--- src/rtl/fb_pkg.sv ---
// Shared framebuffer constants and the write-arbiter state type.
package fb_pkg;

  localparam int FB_WIDTH  = 128;
  localparam int FB_HEIGHT = 64;
  localparam int FB_X_W    = 8;
  localparam int FB_Y_W    = 8;
  localparam int FB_DATA_W = 8;

  typedef enum logic [1:0] {
    IDLE    = 2'd0,
    ISSUE   = 2'd1,
    RELEASE = 2'd2
  } arb_state_t;

endpackage

--- src/rtl/fb_write_arbiter_if.sv ---
// Requester-side and framebuffer-side signals of the write arbiter; req_err exists only with FB_ARB_TIMEOUT_EN.
interface fb_write_arbiter_if
  import fb_pkg::*;
#(
  parameter int NUM_REQ = 4,
  parameter int X_W     = FB_X_W,
  parameter int Y_W     = FB_Y_W,
  parameter int DATA_W  = FB_DATA_W
);
  localparam int IDX_W = $clog2(NUM_REQ);

  logic [NUM_REQ-1:0]        req_valid;
  logic [NUM_REQ*X_W-1:0]    req_xpos;
  logic [NUM_REQ*Y_W-1:0]    req_ypos;
  logic [NUM_REQ*DATA_W-1:0] req_din;
  logic [NUM_REQ-1:0]        req_ack;
  logic                      fb_we;
  logic [X_W-1:0]            fb_w_xpos;
  logic [Y_W-1:0]            fb_w_ypos;
  logic [DATA_W-1:0]         fb_din;
  logic                      fb_w_data_valid;
  logic                      busy;
  logic [IDX_W-1:0]          grant_id;
`ifdef FB_ARB_TIMEOUT_EN
  logic [NUM_REQ-1:0]        req_err;
`endif

  modport master (
    input  req_valid, req_xpos, req_ypos, req_din, fb_w_data_valid,
    output req_ack, fb_we, fb_w_xpos, fb_w_ypos, fb_din, busy, grant_id
`ifdef FB_ARB_TIMEOUT_EN
    , output req_err
`endif
  );

  modport slave (
    output req_valid, req_xpos, req_ypos, req_din, fb_w_data_valid,
    input  req_ack, fb_we, fb_w_xpos, fb_w_ypos, fb_din, busy, grant_id
`ifdef FB_ARB_TIMEOUT_EN
    , input req_err
`endif
  );

endinterface

--- src/rtl/fb_write_arbiter_rr_priority_pick.sv ---
// Combinational round-robin search: first set request at or above ptr, wrapping modulo NUM_REQ.
module rr_priority_pick #(
  parameter int NUM_REQ = 4,
  parameter int IDX_W   = $clog2(NUM_REQ)
) (
  input  logic [NUM_REQ-1:0] req,
  input  logic [IDX_W-1:0]   ptr,
  output logic               found,
  output logic [IDX_W-1:0]   idx
);

  logic [IDX_W-1:0] cand;

  // Walk from the farthest offset down so the closest request to ptr wins.
  always_comb begin
    found = 1'b0;
    idx   = '0;
    cand  = '0;
    for (int k = NUM_REQ - 1; k >= 0; k--) begin
      cand = IDX_W'((int'(ptr) + k) % NUM_REQ);
      if (req[cand]) begin
        found = 1'b1;
        idx   = cand;
      end
    end
  end

endmodule

--- src/rtl/fb_write_arbiter.sv ---
// Round-robin arbiter sharing the framebuffer write port; one write in flight at a time.
// Optional watchdog on the ISSUE state enabled by defining FB_ARB_TIMEOUT_EN.
module fb_write_arbiter
  import fb_pkg::*;
#(
  parameter int NUM_REQ        = 4,
  parameter int X_W            = FB_X_W,
  parameter int Y_W            = FB_Y_W,
  parameter int DATA_W         = FB_DATA_W,
  parameter int TIMEOUT_CYCLES = 1024
) (
  input logic              clk,
  input logic              rst,
  fb_write_arbiter_if.master bus
);

  localparam int IDX_W = $clog2(NUM_REQ);

  if (NUM_REQ < 2 || NUM_REQ > 8 || TIMEOUT_CYCLES < 1) begin : g_bad_cfg
    $error("fb_write_arbiter: NUM_REQ must be 2..8 and TIMEOUT_CYCLES positive");
  end

  arb_state_t          state_q, state_d;
  logic [IDX_W-1:0]    rr_q, rr_d;
  logic                we_q, we_d;
  logic [X_W-1:0]      x_q, x_d;
  logic [Y_W-1:0]      y_q, y_d;
  logic [DATA_W-1:0]   din_q, din_d;
  logic [NUM_REQ-1:0]  ack_q, ack_d;
  logic                busy_q, busy_d;
  logic [IDX_W-1:0]    gid_q, gid_d;
  logic                found;
  logic [IDX_W-1:0]    pick;

`ifdef FB_ARB_TIMEOUT_EN
  localparam int CNT_W = $clog2(TIMEOUT_CYCLES + 1);
  logic [CNT_W-1:0]    cnt_q, cnt_d;
  logic [NUM_REQ-1:0]  err_q, err_d;
`endif

  function automatic logic [IDX_W-1:0] rr_next(input logic [IDX_W-1:0] g);
    return (g == IDX_W'(NUM_REQ - 1)) ? '0 : g + IDX_W'(1);
  endfunction

  rr_priority_pick #(.NUM_REQ(NUM_REQ), .IDX_W(IDX_W)) u_pick (
    .req   (bus.req_valid),
    .ptr   (rr_q),
    .found (found),
    .idx   (pick)
  );

  always_comb begin
    state_d = state_q;
    rr_d    = rr_q;
    we_d    = we_q;
    x_d     = x_q;
    y_d     = y_q;
    din_d   = din_q;
    ack_d   = '0;
    busy_d  = busy_q;
    gid_d   = gid_q;
`ifdef FB_ARB_TIMEOUT_EN
    cnt_d   = cnt_q;
    err_d   = '0;
`endif
    case (state_q)
      IDLE: begin
        // A completion strobe seen here is spurious and deliberately ignored.
        if (found) begin
          x_d     = bus.req_xpos[pick*X_W +: X_W];
          y_d     = bus.req_ypos[pick*Y_W +: Y_W];
          din_d   = bus.req_din[pick*DATA_W +: DATA_W];
          we_d    = 1'b1;
          gid_d   = pick;
          busy_d  = 1'b1;
          state_d = ISSUE;
`ifdef FB_ARB_TIMEOUT_EN
          cnt_d   = '0;
`endif
        end
      end
      ISSUE: begin
        if (bus.fb_w_data_valid) begin
          we_d         = 1'b0;
          ack_d[gid_q] = 1'b1;
          rr_d         = rr_next(gid_q);
          state_d      = RELEASE;
        end
`ifdef FB_ARB_TIMEOUT_EN
        else if (cnt_q == CNT_W'(TIMEOUT_CYCLES - 1)) begin
          we_d         = 1'b0;
          err_d[gid_q] = 1'b1;
          rr_d         = rr_next(gid_q);
          state_d      = RELEASE;
        end else begin
          cnt_d = cnt_q + CNT_W'(1);
        end
`endif
      end
      RELEASE: begin
        // Hold off the next write until the framebuffer drops its strobe.
        if (!bus.fb_w_data_valid) begin
          state_d = IDLE;
          busy_d  = 1'b0;
        end
      end
      default: state_d = IDLE;
    endcase
  end

  always_ff @(posedge clk or posedge rst) begin
    if (rst) begin
      state_q <= IDLE;
      rr_q    <= '0;
      we_q    <= 1'b0;
      x_q     <= '0;
      y_q     <= '0;
      din_q   <= '0;
      ack_q   <= '0;
      busy_q  <= 1'b0;
      gid_q   <= '0;
`ifdef FB_ARB_TIMEOUT_EN
      cnt_q   <= '0;
      err_q   <= '0;
`endif
    end else begin
      state_q <= state_d;
      rr_q    <= rr_d;
      we_q    <= we_d;
      x_q     <= x_d;
      y_q     <= y_d;
      din_q   <= din_d;
      ack_q   <= ack_d;
      busy_q  <= busy_d;
      gid_q   <= gid_d;
`ifdef FB_ARB_TIMEOUT_EN
      cnt_q   <= cnt_d;
      err_q   <= err_d;
`endif
    end
  end

  assign bus.fb_we     = we_q;
  assign bus.fb_w_xpos = x_q;
  assign bus.fb_w_ypos = y_q;
  assign bus.fb_din    = din_q;
  assign bus.req_ack   = ack_q;
  assign bus.busy      = busy_q;
  assign bus.grant_id  = gid_q;
`ifdef FB_ARB_TIMEOUT_EN
  assign bus.req_err   = err_q;
`endif

endmodule

--- src/flat_wrapper.sv ---
// flat-port wrapper written by rule: the top's interface ports become plain ports
module fb_write_arbiter_flat import fb_pkg::*;
#(
  parameter int NUM_REQ        = 4,
  parameter int X_W            = FB_X_W,
  parameter int Y_W            = FB_Y_W,
  parameter int DATA_W         = FB_DATA_W,
  parameter int TIMEOUT_CYCLES = 1024
)
  (clk, rst, bus_req_valid, bus_req_xpos, bus_req_ypos, bus_req_din, bus_fb_w_data_valid, bus_req_ack, bus_fb_we, bus_fb_w_xpos, bus_fb_w_ypos, bus_fb_din, bus_busy, bus_grant_id);
  fb_write_arbiter_if #(.NUM_REQ(NUM_REQ), .X_W(X_W), .Y_W(Y_W), .DATA_W(DATA_W)) bus_i ();
  input logic clk;
  input logic rst;
  input wire logic [$bits(bus_i.req_valid)-1:0] bus_req_valid;
  input wire logic [$bits(bus_i.req_xpos)-1:0] bus_req_xpos;
  input wire logic [$bits(bus_i.req_ypos)-1:0] bus_req_ypos;
  input wire logic [$bits(bus_i.req_din)-1:0] bus_req_din;
  input wire logic [$bits(bus_i.fb_w_data_valid)-1:0] bus_fb_w_data_valid;
  output wire logic [$bits(bus_i.req_ack)-1:0] bus_req_ack;
  output wire logic [$bits(bus_i.fb_we)-1:0] bus_fb_we;
  output wire logic [$bits(bus_i.fb_w_xpos)-1:0] bus_fb_w_xpos;
  output wire logic [$bits(bus_i.fb_w_ypos)-1:0] bus_fb_w_ypos;
  output wire logic [$bits(bus_i.fb_din)-1:0] bus_fb_din;
  output wire logic [$bits(bus_i.busy)-1:0] bus_busy;
  output wire logic [$bits(bus_i.grant_id)-1:0] bus_grant_id;
  assign bus_i.req_valid = bus_req_valid;
  assign bus_i.req_xpos = bus_req_xpos;
  assign bus_i.req_ypos = bus_req_ypos;
  assign bus_i.req_din = bus_req_din;
  assign bus_i.fb_w_data_valid = bus_fb_w_data_valid;
  assign bus_req_ack = bus_i.req_ack;
  assign bus_fb_we = bus_i.fb_we;
  assign bus_fb_w_xpos = bus_i.fb_w_xpos;
  assign bus_fb_w_ypos = bus_i.fb_w_ypos;
  assign bus_fb_din = bus_i.fb_din;
  assign bus_busy = bus_i.busy;
  assign bus_grant_id = bus_i.grant_id;
  fb_write_arbiter #(.NUM_REQ(NUM_REQ), .X_W(X_W), .Y_W(Y_W), .DATA_W(DATA_W), .TIMEOUT_CYCLES(TIMEOUT_CYCLES)) u_core (.clk(clk), .rst(rst), .bus(bus_i));
endmodule
--- config.mk ---
export PLATFORM = sky130hd
export DESIGN_NAME = fb_write_arbiter_flat
export DESIGN_NICKNAME = d
export VERILOG_FILES = /design/src/rtl/fb_pkg.sv /design/src/rtl/fb_write_arbiter_if.sv /design/src/rtl/fb_write_arbiter_rr_priority_pick.sv /design/src/rtl/fb_write_arbiter.sv /design/src/flat_wrapper.sv
export SDC_FILE = /design/constraint.sdc
export NUM_CORES = 1
export LEC_CHECK = 0
export CELL_PAD_IN_SITES_DETAIL_PLACEMENT = 0
export CELL_PAD_IN_SITES_GLOBAL_PLACEMENT = 1
export CORE_MARGIN = 5
export CORE_UTILIZATION = 24
export DETAILED_ROUTE_END_ITERATION = 10
export HOLD_SLACK_MARGIN = 0.03
export PLACE_DENSITY = 0.84
export SLEW_MARGIN = 20
export SYNTH_ARGS = -nofsm -noshare
export SYNTH_HDL_FRONTEND = slang
export SYNTH_SLANG_ARGS = --single-unit
--- constraint.sdc ---
create_clock -name clk -period 1.7 [get_ports clk]
set_input_delay 0.425 -clock clk [delete_from_list [all_inputs] [get_ports clk]]
set_output_delay 0.425 -clock clk [all_outputs]
set_load 0.02 [all_outputs]
==> flow_summary_export.csv <==
group,metric,value,unit
sta,fmax,526.1,MHz
global_route,grt_start_max_net_pins,20,
floorplan,dieArea,10710,µm²
yosys,synth-seq-cells,36,
floorplan,die_h,103.5,µm
pwr,power_leakage,1.929,nW
yosys,synth_nets,293,
yosys,syn-cell-area,2097,µm²
clock_tree,cts_hold_buf,0,
yosys,netlist.area_leader.share,0.4296,
finish,final_nets,462,
sta,rsz0062_at_grt,"true",
detailed_routing,drc,0,
floorplan,core-area,8636,µm²
status,status,"complete, but fails checks",
clock_tree,clkLatencyLatePin,0.28,ns
setup_path,criticalPathCategory,"flip-flop to flip-flop",
sta,period_minus_slack,1.901,ns
clock_tree,clock_sinks,36,
yosys,syn_area_per_cell,11.27,µm²
sta,fin_hold_ws,0.4827,ns
detailed_routing,route.antenna.remaining_nets,0,
floorplan,rows,34,
clock_tree,cts_tree,"done",
setup_path,cp-end-kind,"flip-flop",
detailed_routing,top_layer_used,"met4",
clock_tree,root_buffer,"clkbuf_8",
setup_path,worstPathMaxFanout,7,
yosys,synth_flop_cell,"dfrtp_1",
yosys,yosys.cell_count.top_type,"dfrtp_1",
placed_design,dpl.hpwl,5756,µm
detailed_routing,post_drt_wl_per_cell,17.01,µm
detailed_routing,drt-total-wl,7892,µm
yosys,yosysUniqueCellTypes,30,
detailed_routing,wl_met2,4327,µm
yosys,netlist_top_cells_area,"dfrtp_1 (43%), mux2i_1 (12%), mux2_1 (12%)",
detailed_routing,via_count,2169,
sta,period_share,1.118,
placed_design,gp_congestion,0.8501,
finish,antenna_cells,0,
global_route,antenna_found_initial,0,
placed_design,dp.cells,441,
finish,multi_input_area,1340,µm²
detailed_routing,drt_iter0_drc,30,
sta,setup_ws,-0.2009,ns
global_route,overflow,0,
finish,nFillCells,753,
setup_path,required,1.88,ns
floorplan,chipWidth,103.5,µm
sta,setup_violations,24,
floorplan,initial_utilization,0.2428,
finish,regArea,900.9,µm²
status,violations,"negative setup slack",
yosys,yosysWarningCount,0,
setup_path,crit_arrival,2.08,ns
yosys,ys_async_sr_fraction,1.000,
floorplan,io_pins,135,
sta,slew_viol_final,0,
sta,skew,0.003796,ns
placed_design,port_buffers,134,
sta,relSlewSlack,0.7801,
finish,final_cells,464,
flow_run,cap_violations,0,
global_route,grt_pass1_wl,11430,µm
finish,area_growth,106.1,%
yosys,ys_top_cells_by_count,"dfrtp_1 (36), a21oi_1 (26), mux2i_1 (26), o22ai_1 (25), mux2_1 (23)",
setup_path,start_kind,"flip-flop",
finish,drive_gt1_frac,0.2949,
placed_design,place_ws,-0.6109,ns
yosys,synth_edf_count,0,
yosys,synth_largest_area_cell,"dfrtp_1",
detailed_routing,wl_met3,529,µm
clock_tree,clkTransAtPathRegs,0.07,ns
global_route,grt_usage,0.1379,
worst_hold_path,hold_path_class,"flip-flop to flip-flop",
pwr,ir_drop,0.6353,mV
yosys,synth_cells,186,
detailed_routing,wl_met1,2927,µm
clock_tree,htree_num_levels,2,
finish,final_util,0.5006,
sta,worstMarginPinSlew,0.3298,ns
clock_tree,cts-buffers-inserted,5,
yosys,yosysSeqAreaShare,0.4296,
detailed_routing,dr.pass1.iters,4,
pwr,p_per_area,1496,nW/µm²
global_route,grt_pass1_vias,2382,
detailed_routing,viasPerCell,4.675,
sta,hold_viol,0,
clock_tree,clk_path_buf_depth,2,
-- registers in the layout (all words and copies together), names as in the netlist --
name and flops:
u_core.bus.fb_w_ypos 8, u_core.bus.fb_w_xpos 8, u_core.bus.grant_id 2, u_core.bus.fb_din 8, u_core.bus.req_ack 4, u_core.state_q 2, u_core.bus.fb_we 1, u_core.bus.busy 1
u_core.rr_q 2
-- per-stage QoR --
stage                     TNS, ns  instance area [µm²]  power, W
after floorplan           -0.5184                 2161  0.003543
after global placement     -14.60                 3780  0.005037
after detailed placement   -14.97                 3780  0.005096
after CTS                  -3.578                 4133  0.006206
after global routing       -4.531                 4323  0.006830
final                      -3.433                 4323  0.006466
-- worst max-delay path, cell delays in order, from the launching register on --
cell      delay (ns)
dfrtp_1         0.44
or3b_4          0.41
o221ai_4        0.08
buf_12          0.15
buf_12          0.12
buf_12          0.13
mux2_4          0.30
o22ai_2         0.13
a21oi_2         0.04
-- layout make-up --
class                           count  area share
Inverter                            5    0.004342
Sequential cell                    36      0.2084
Clock buffer                        8     0.02084
Timing Repair Buffer              176      0.4252
Multi-Input combinational cell    131      0.3100
Tap cell                          108     0.03126
-- metal layers --
layer / up-vias / global-route usage
met3: 8 / 0.03152
met1: 1055 / 0.1512
met4: 0 / 0.03685
met2: 70 / 0.2637
li1: 1036 / -
met5: - / 0
-- logic make-up (layout without fill, tap and decap cells) --
logic type | count (synthesis) | after routing | synth area share
DFF | 36 | 36 | 0.4296
muxes | 50 | 50 | 0.2530
buffers and inverters | 19 | 189 | 0.06384
xor gates and xnor gates | 1 | 1 | 0.004177
and+or+nand+nor | 16 | 16 | 0.04535
adders and majority gates | 4 | 4 | 0.02387
AOI/OAI and AO/OA | 60 | 60 | 0.1802
-- layout by cell type, fill, tap and decap left out, types with 4 or more instances in the layout --
cell type and count:
clkdlybuf4s50_1 102, o22ai_2 20, o22ai_1 5, mux2i_2 4, dlymetal6s2s_1 9, inv_1 5
clkbuf_8 6, mux2_4 23, a21oi_1 23, dfrtp_1 36, ha_1 4, dlygate4sd2_1 23
and2_1 6, mux2i_1 22, buf_6 6, buf_4 24, buf_12 8
-- report_power, final --
part | switching (W) | internal, W | leakage, nW
clock | 0.000308 | 0.000331 | 0.0455
sequential | 0.000276 | 0.00125 | 0.411
combinational | 0.00197 | 0.00233 | 1.47
-- final timing paths --
path                       slack, ns              endpoint        startpoint  depth (start not counted)
setup / recovery               -0.20  u_core.bus.fb_din[1]    u_core.rr_q[1]                          8
hold / removal                  0.48      u_core.bus.fb_we  u_core.bus.fb_we                          1
setup reg to reg               -0.20  u_core.bus.fb_din[1]    u_core.rr_q[1]                          8
hold reg to reg                 0.48      u_core.bus.fb_we  u_core.bus.fb_we                          1
max in group asynchronous       0.98  u_core.bus.fb_din[5]               rst                          3
min in group asynchronous       0.49  u_core.bus.fb_din[7]               rst                          3
-- what timing repair did --
item | in CTS | in global routing
setup buffers | 10 | 2
cloned | 2 | 1
setup endpoints to repair | 43 | 36
pin swaps | 4 | 6
resized for setup | 50 | 34
No activity file was read; power rests on OpenSTA's default activity.
